## src/rtl/mmul_feeder.sv

```systemverilog
// Byte-serial loader for the 2x2 Q8.8 multiplier.
// Two-bank frame buffer, presented as integer then fractional operand bytes.
module mmul_feeder #(
  parameter bit ACK_EDGE = 1'b1
) (
  input  logic       clk,
  input  logic       rst,
  input  logic [7:0] s_data,
  input  logic       s_valid,
  output logic       s_ready,
  output logic [7:0] a11,
  output logic [7:0] a12,
  output logic [7:0] a21,
  output logic [7:0] a22,
  output logic [7:0] b11,
  output logic [7:0] b12,
  output logic [7:0] b21,
  output logic [7:0] b22,
  output logic       in_rdy1,
  output logic       in_rdy2,
  input  logic       read_in1,
  input  logic       read_in2,
  output logic [1:0] pending
);

  typedef enum logic [1:0] {
    IDLE,
    INT,
    DEC
  } state_t;

  state_t     state_q, state_d;
  logic [7:0] mem [2][16];
  logic [1:0] full_q;
  logic       wp_q, rp_q;
  logic [3:0] wi_q;
  logic       r1_q, r2_q;
  logic       ack1, ack2;
  logic       acc, rel;
  logic [7:0] ops_q [8];
  logic [7:0] ops_d [8];
  logic       rdy1_d, rdy2_d;

  assign s_ready = ~full_q[wp_q];
  assign acc     = s_valid & s_ready;
  assign pending = {1'b0, full_q[0]} + {1'b0, full_q[1]};

  // A level held high across state entry is not an acknowledge in edge mode.
  assign ack1 = ACK_EDGE ? (read_in1 & ~r1_q) : read_in1;
  assign ack2 = ACK_EDGE ? (read_in2 & ~r2_q) : read_in2;

  always_ff @(posedge clk) begin
    if (acc) begin
      mem[wp_q][wi_q] <= s_data;
    end
  end

  // A load only targets an empty bank and a release only a full one,
  // so both updates to full_q never hit the same bit.
  always_ff @(posedge clk or posedge rst) begin
    if (rst) begin
      full_q <= '0;
      wp_q   <= 1'b0;
      rp_q   <= 1'b0;
      wi_q   <= '0;
      r1_q   <= 1'b0;
      r2_q   <= 1'b0;
    end else begin
      r1_q <= read_in1;
      r2_q <= read_in2;
      if (acc) begin
        wi_q <= wi_q + 4'd1;
        if (wi_q == 4'hf) begin
          full_q[wp_q] <= 1'b1;
          wp_q         <= ~wp_q;
        end
      end
      if (rel) begin
        full_q[rp_q] <= 1'b0;
        rp_q         <= ~rp_q;
      end
    end
  end

  always_comb begin
    state_d = state_q;
    rdy1_d  = in_rdy1;
    rdy2_d  = in_rdy2;
    ops_d   = ops_q;
    rel     = 1'b0;
    unique case (state_q)
      IDLE: begin
        if (full_q[rp_q]) begin
          for (int i = 0; i < 8; i++) begin
            ops_d[i] = mem[rp_q][{i[2:0], 1'b0}];
          end
          rdy1_d  = 1'b1;
          state_d = INT;
        end
      end
      INT: begin
        if (ack1) begin
          for (int i = 0; i < 8; i++) begin
            ops_d[i] = mem[rp_q][{i[2:0], 1'b1}];
          end
          rdy1_d  = 1'b0;
          rdy2_d  = 1'b1;
          state_d = DEC;
        end
      end
      DEC: begin
        if (ack2) begin
          for (int i = 0; i < 8; i++) begin
            ops_d[i] = '0;
          end
          rdy2_d  = 1'b0;
          rel     = 1'b1;
          state_d = IDLE;
        end
      end
      default: state_d = IDLE;
    endcase
  end

  always_ff @(posedge clk or posedge rst) begin
    if (rst) begin
      state_q <= IDLE;
      in_rdy1 <= 1'b0;
      in_rdy2 <= 1'b0;
      ops_q   <= '{default: '0};
    end else begin
      state_q <= state_d;
      in_rdy1 <= rdy1_d;
      in_rdy2 <= rdy2_d;
      ops_q   <= ops_d;
    end
  end

  assign a11 = ops_q[0];
  assign a12 = ops_q[1];
  assign a21 = ops_q[2];
  assign a22 = ops_q[3];
  assign b11 = ops_q[4];
  assign b12 = ops_q[5];
  assign b21 = ops_q[6];
  assign b22 = ops_q[7];

endmodule
```

## config.mk

```make
export PLATFORM = sky130hd
export DESIGN_NAME = mmul_feeder
export DESIGN_NICKNAME = d
export VERILOG_FILES = /design/src/rtl/mmul_feeder.sv
export SDC_FILE = /design/constraint.sdc
export NUM_CORES = 1
export LEC_CHECK = 0
export ABC_CLOCK_PERIOD_IN_PS = 6630
export CORE_MARGIN = 3
export CORE_UTILIZATION = 35
export CTS_CLUSTER_DIAMETER = 150
export DETAILED_ROUTE_END_ITERATION = 8
export REMOVE_ABC_BUFFERS = 1
export SLEW_MARGIN = 10
export SYNTH_ARGS = -nofsm -noshare
export SYNTH_HDL_FRONTEND = slang
export SYNTH_SLANG_ARGS = --single-unit
```

## constraint.sdc

```tcl
create_clock -name clk -period 6.63 [get_ports clk]
set_input_delay 1.326 -clock clk [delete_from_list [all_inputs] [get_ports clk]]
set_output_delay 1.326 -clock clk [all_outputs]
set_load 0.03 [all_outputs]
```

Yosys cells after proc, flatten, opt, wreduce, memory -nomap -nowiden
Memory sizes are Yosys's and may differ from the RTL's.
Index checks and enable logic that the tools add are counted.

storage, ports and cells
  bits in registers = 78
  memory bits (writable) = 256
  input bits = 13
  output and inout bits = 69
  logic and storage cells = 87
  memories kept = 1

memory list
  name  words  width  rd ports  clocked after memory_dff  write ports  line  source
  mem   2      128    1         0                         1            33    logic [7:0] mem [2][16];

operators by class
  add/sub/neg operators = 2
  magnitude comparators = 6
  eq/ne operators = 6
  muxes and demuxes = 31
  bitwise operators = 12
  reductions and logical operators = 12

operators with widths
  operator               count
  $mux W64               3
  $pmux W64 S3           1
  $mux W128              1
  $demux W8 S4           1
  $mux W1                13
  $mux W2                6
  $reduce_and A3 Y1      3
  $mux W8                1
  $ne A2 B2 Y1 const B   3
  $pmux W2 S3            1
  $ge A5 B5 Y1 const B   1
  $lt A5 B1 Y1 const B   1
  $not A1 Y1             5
  $not A4 Y5             1
  $add A4 B1 Y4 const B  1
  $eq A4 B4 Y1 const B   1
  $lt A1 B2 Y1 const B   2
  $pmux W1 S2            2
  $reduce_and A4 Y1      1
  $reduce_bool A2 Y1     2
  $and A1 B1 Y1          3
  $logic_and A1 B1 Y1    3
  $reduce_bool A3 Y1     1
  $add A1 B1 Y2          1
  9 further kinds        11

Longest topological paths before layout
  depth after elaboration = 9
  gate-level depth with buffers = 7

Worst setup path after synthesis
Ideal clock, no wire load.

  path kind = input port to flip-flop
  from = in s_valid
  to = mem mem[1][10] (netlist name), enable pin
  arrival time = 2.138 ns
  data required time = 6.260 ns
  setup slack = 4.121 ns
  cell stages on the path = 4
  buffers on the path = 1
  cells stage by stage = and2_1 > buf_2 > nand2_1 > nor2_1

on the way
  cells in the longest elaborated chain, start to end = 3

ends and longest elaborated chain
  item                             line  source
  from (decl)                      9     input logic s_valid,
  $and A1 B1 Y1                    45    assign acc = s_valid & s_ready;
  $mux W1                          53    if (acc) begin
  $mux W128 (implied by the code)  54    mem[wp_q][wi_q] <= s_data;
  to (decl)                        33

Every way passes these cells.

Final worst setup path
  from = reg wp_q
  to = out s_ready

on the way
  cells in the longest elaborated chain, start to end = 3

ends and longest elaborated chain
  item                                        line  source
  from (decl)                                 35    logic wp_q, rp_q;
  from (signal assigned)                      75    wp_q <= ~wp_q;
  $mux W1 (implied by the code) (2 in a row)  44    assign s_ready = ~full_q[wp_q];
  $not A1 Y1                                  44
  to (decl)                                   10    output logic s_ready,

Every way passes these cells. The select of a mux whose other input is x is not followed.

==> flow_summary.yaml <==
status:
  status: "completed"
timing:
  finalSetupTns_ns: 0
  layout_min_cycle_time_ns: 3.52
  clock.fmax_ghz: 0.284
  finalCritPeriodShare_pct: 53.1
  whs_ns: 0.504
  final_hold_viol_count: 0
  slew_violations: 0
  fin_worst_skew_ns: 0.0112
  maxSlewHeadroom_pct: 23.9
  setup_viol: 0
  fin_ws_ns: 3.11
  rsz0062_at_grt: "no"
  worstMarginPinSlew_ns: 1.14
worst_setup_path:
  r2r-start: "state_q[0]"
  arrival_ns: 2.20
  start_kind: "register"
  worst-path-max-fanout: 10
  endpoint_kind: "output port"
  startpoint: "wp_q"
  required_ns: 5.30
  crit_type: "register to output port"
global_routing:
  grt_usage_pct: 13.6
  grt_max_degree: 66
  overflow: 0
  antenna_found_initial: 1
  grt_pass1_wl_mm: 41.1
  grt_pass1_vias: 6803
clock_tree:
  postCtsSetupRepairBufs: 0
  cts_root_buf: "clkbuf_16"
  clkLatencyLatePin_ns: 0.51
  cts_max_path_buffers: 3
  tritoncts: "yes"
  cts_hold_buffers: 0
  cts.sinks: 334
  numCtsBuffers: 36
  cts-resized-gates: 0
  htreeDepth: 2
  clkTransAtPathRegs_ns: 0.06
synthesis:
  synth_area_leaders: "edfxtp_1 59%, dfrtp_1 15%, mux2i_1 10%"
  synth_top_area_share_pct: 59.0
  synth_area_mm2: 0.0130
  synthFlopType: "edfxtp_1"
  yosys.area.top_type: "edfxtp_1"
  syn_avg_cell_area_um2: 18.1
  syn_inst: 721
  synth-seq-area-share_pct: 74.0
  synthArstFlopShare_pct: 23.4
  synth_edf_count: 256
  synth-seq-cells: 334
  ys_types: 32
  synth_warnings: 0
routing:
  dr.pass1.iters: 4
  avgRoutedWirePerCell_um: 20.7
  detail-route-antenna-nets: 0
  vias_per_cell: 4.87
  drc: 0
  vias: 6355
  drtIter0Drc: 435
  drt-total-wl_mm: 27.0
placed_design:
  hpwl_mm: 15.8
  place_ws_ns: 3.14
  place.port_buffers: 81
  gp_congestion: 0.722
power_and_ir_drop:
  switching_power_w: 0.00255
  clock_power_share_pct: 25.7
  intPower_w: 0.00519
  seq_power_share_pct: 36.2
  powerDensity_mw_per_mm2: 500
  power_frac_comb_pct: 38.0
  total_power_w: 0.00773
  sw_frac_of_total_pct: 32.9
  power.leakage_nw: 5.76
  vdd_drop_max_mv: 0.295
layout:
  final_nets: 834
  drive_above_1_share_pct: 15.8
  diodes: 0
  syn_to_final_growth_pct: 18.6
floorplan:
  die_area_mm2: 0.0396
  initial_utilization_pct: 35.5
  core_mm2: 0.0367
  die_h_um: 199
  die_width_um: 199
  design.portCount: 82
  placementRows: 70
flow_run:
  drv_cap: 0
worst_hold_path:
  worstHoldStart: "a12[7]"
  min_path_type: "register to register"
critical path, cell delays in order, from the launching register on:
cell and delay, ns:
dfrtp_1 0.55, mux2i_1 0.39, clkdlybuf4s50_1 0.75
cell usage in the layout, fill, tap and decap left out, drive strengths merged, types with 2 or more instances in the layout:
cell type	n
o21ai	3
clkbuf	48
clkdlybuf4s50	76
nand3	2
mux2i	130
clkinv	10
inv	6
a21oi	2
mux2	66
dfrtp	78
buf	15
nand3b	4
o22ai	64
nor2	35
edfxtp	256
bufinv	4
ha	10
clkinvlp	2
nand2	10
xnor2	4
area by class of cell:
class,count,area (um^2)
Fill cell,3229,21200
Sequential cell,334,9640
Multi-Input combinational cell,341,3160
Clock buffer,48,1010
Timing Repair Buffer,91,861
Tap cell,468,586
Clock inverter,15,173
Inverter,7,27.5
synthesized netlist by cell type (6+ instances only):
library cell,number
buf_2,17
buf_6,6
clkbuf_1,14
dfrtp_1,78
edfxtp_1,256
ha_1,10
inv_1,7
mux2_1,6
mux2_4,60
mux2i_1,130
nand2_1,10
nor2_1,35
o22ai_1,64
metal layers:
layer / track usage, % / routed length [um] / share of wire [%]
met5: 0 / 0 / 0
met4: 3.05 / 361 / 1.3
met2: 21.7 / 12600 / 47
met1: 19.4 / 12900 / 48
met3: 2.86 / 1200 / 4.4
power by group through the flow:
| stage | sequential, W | combinational (W) | clock [W] |
|---|---|---|---|
| after floorplan | 0.00326 | 0.00192 | 0 |
| final | 0.00280 | 0.00294 | 0.00199 |
| after global placement | 0.00285 | 0.00295 | 0 |
| after global routing | 0.00284 | 0.00313 | 0.00212 |
| after CTS | 0.00281 | 0.00299 | 0.00204 |
| after detailed placement | 0.00285 | 0.00298 | 0 |
registers in the layout, summed over array words and instances, names as in the netlist, 2 cells and up:
register / flops
a21: 8
state_q: 2
b11: 8
a12: 8
b21: 8
b22: 8
wi_q: 4
b12: 8
full_q: 2
a22: 8
a11: 8
mem: 256
kinds of logic (layout without fill, tap and decap cells):
kind of cell | Yosys count | in the layout | share of synthesized area, %
flip-flops | 334 | 334 | 74.0
multiplexers | 196 | 196 | 17.4
AO/OA/AOI/OAI | 73 | 73 | 3.56
AND/OR/NAND/NOR | 57 | 57 | 1.91
buffers and inverters | 46 | 161 | 1.86
adder cells (fa/ha/maj) | 10 | 10 | 0.960
XOR/XNOR | 5 | 5 | 0.336
path summary, 6_finish.rpt:
kind | end | slack [ns] | cells after the start
max | s_ready | 3.11 | 2
min | a12[7] | 0.50 | 1
max reg2reg | b12[3] | 3.35 | 7
min reg2reg | a12[7] | 0.50 | 1
max in group asynchronous | rp_q | 4.33 | 3
min in group asynchronous | a21[6] | 1.28 | 2
stage by stage:
step	cell area [um^2]	util (%)	cells
4_1_cts	15500	42.1	1304
3_3_place_gp	14300	38.9	1241
6_report	15500	42.1	1304
2_1_floorplan	12800	-	682
5_1_grt	15500	42.1	1304
3_5_place_dp	14300	38.9	1241
No activity file was read; power rests on OpenSTA's default activity.
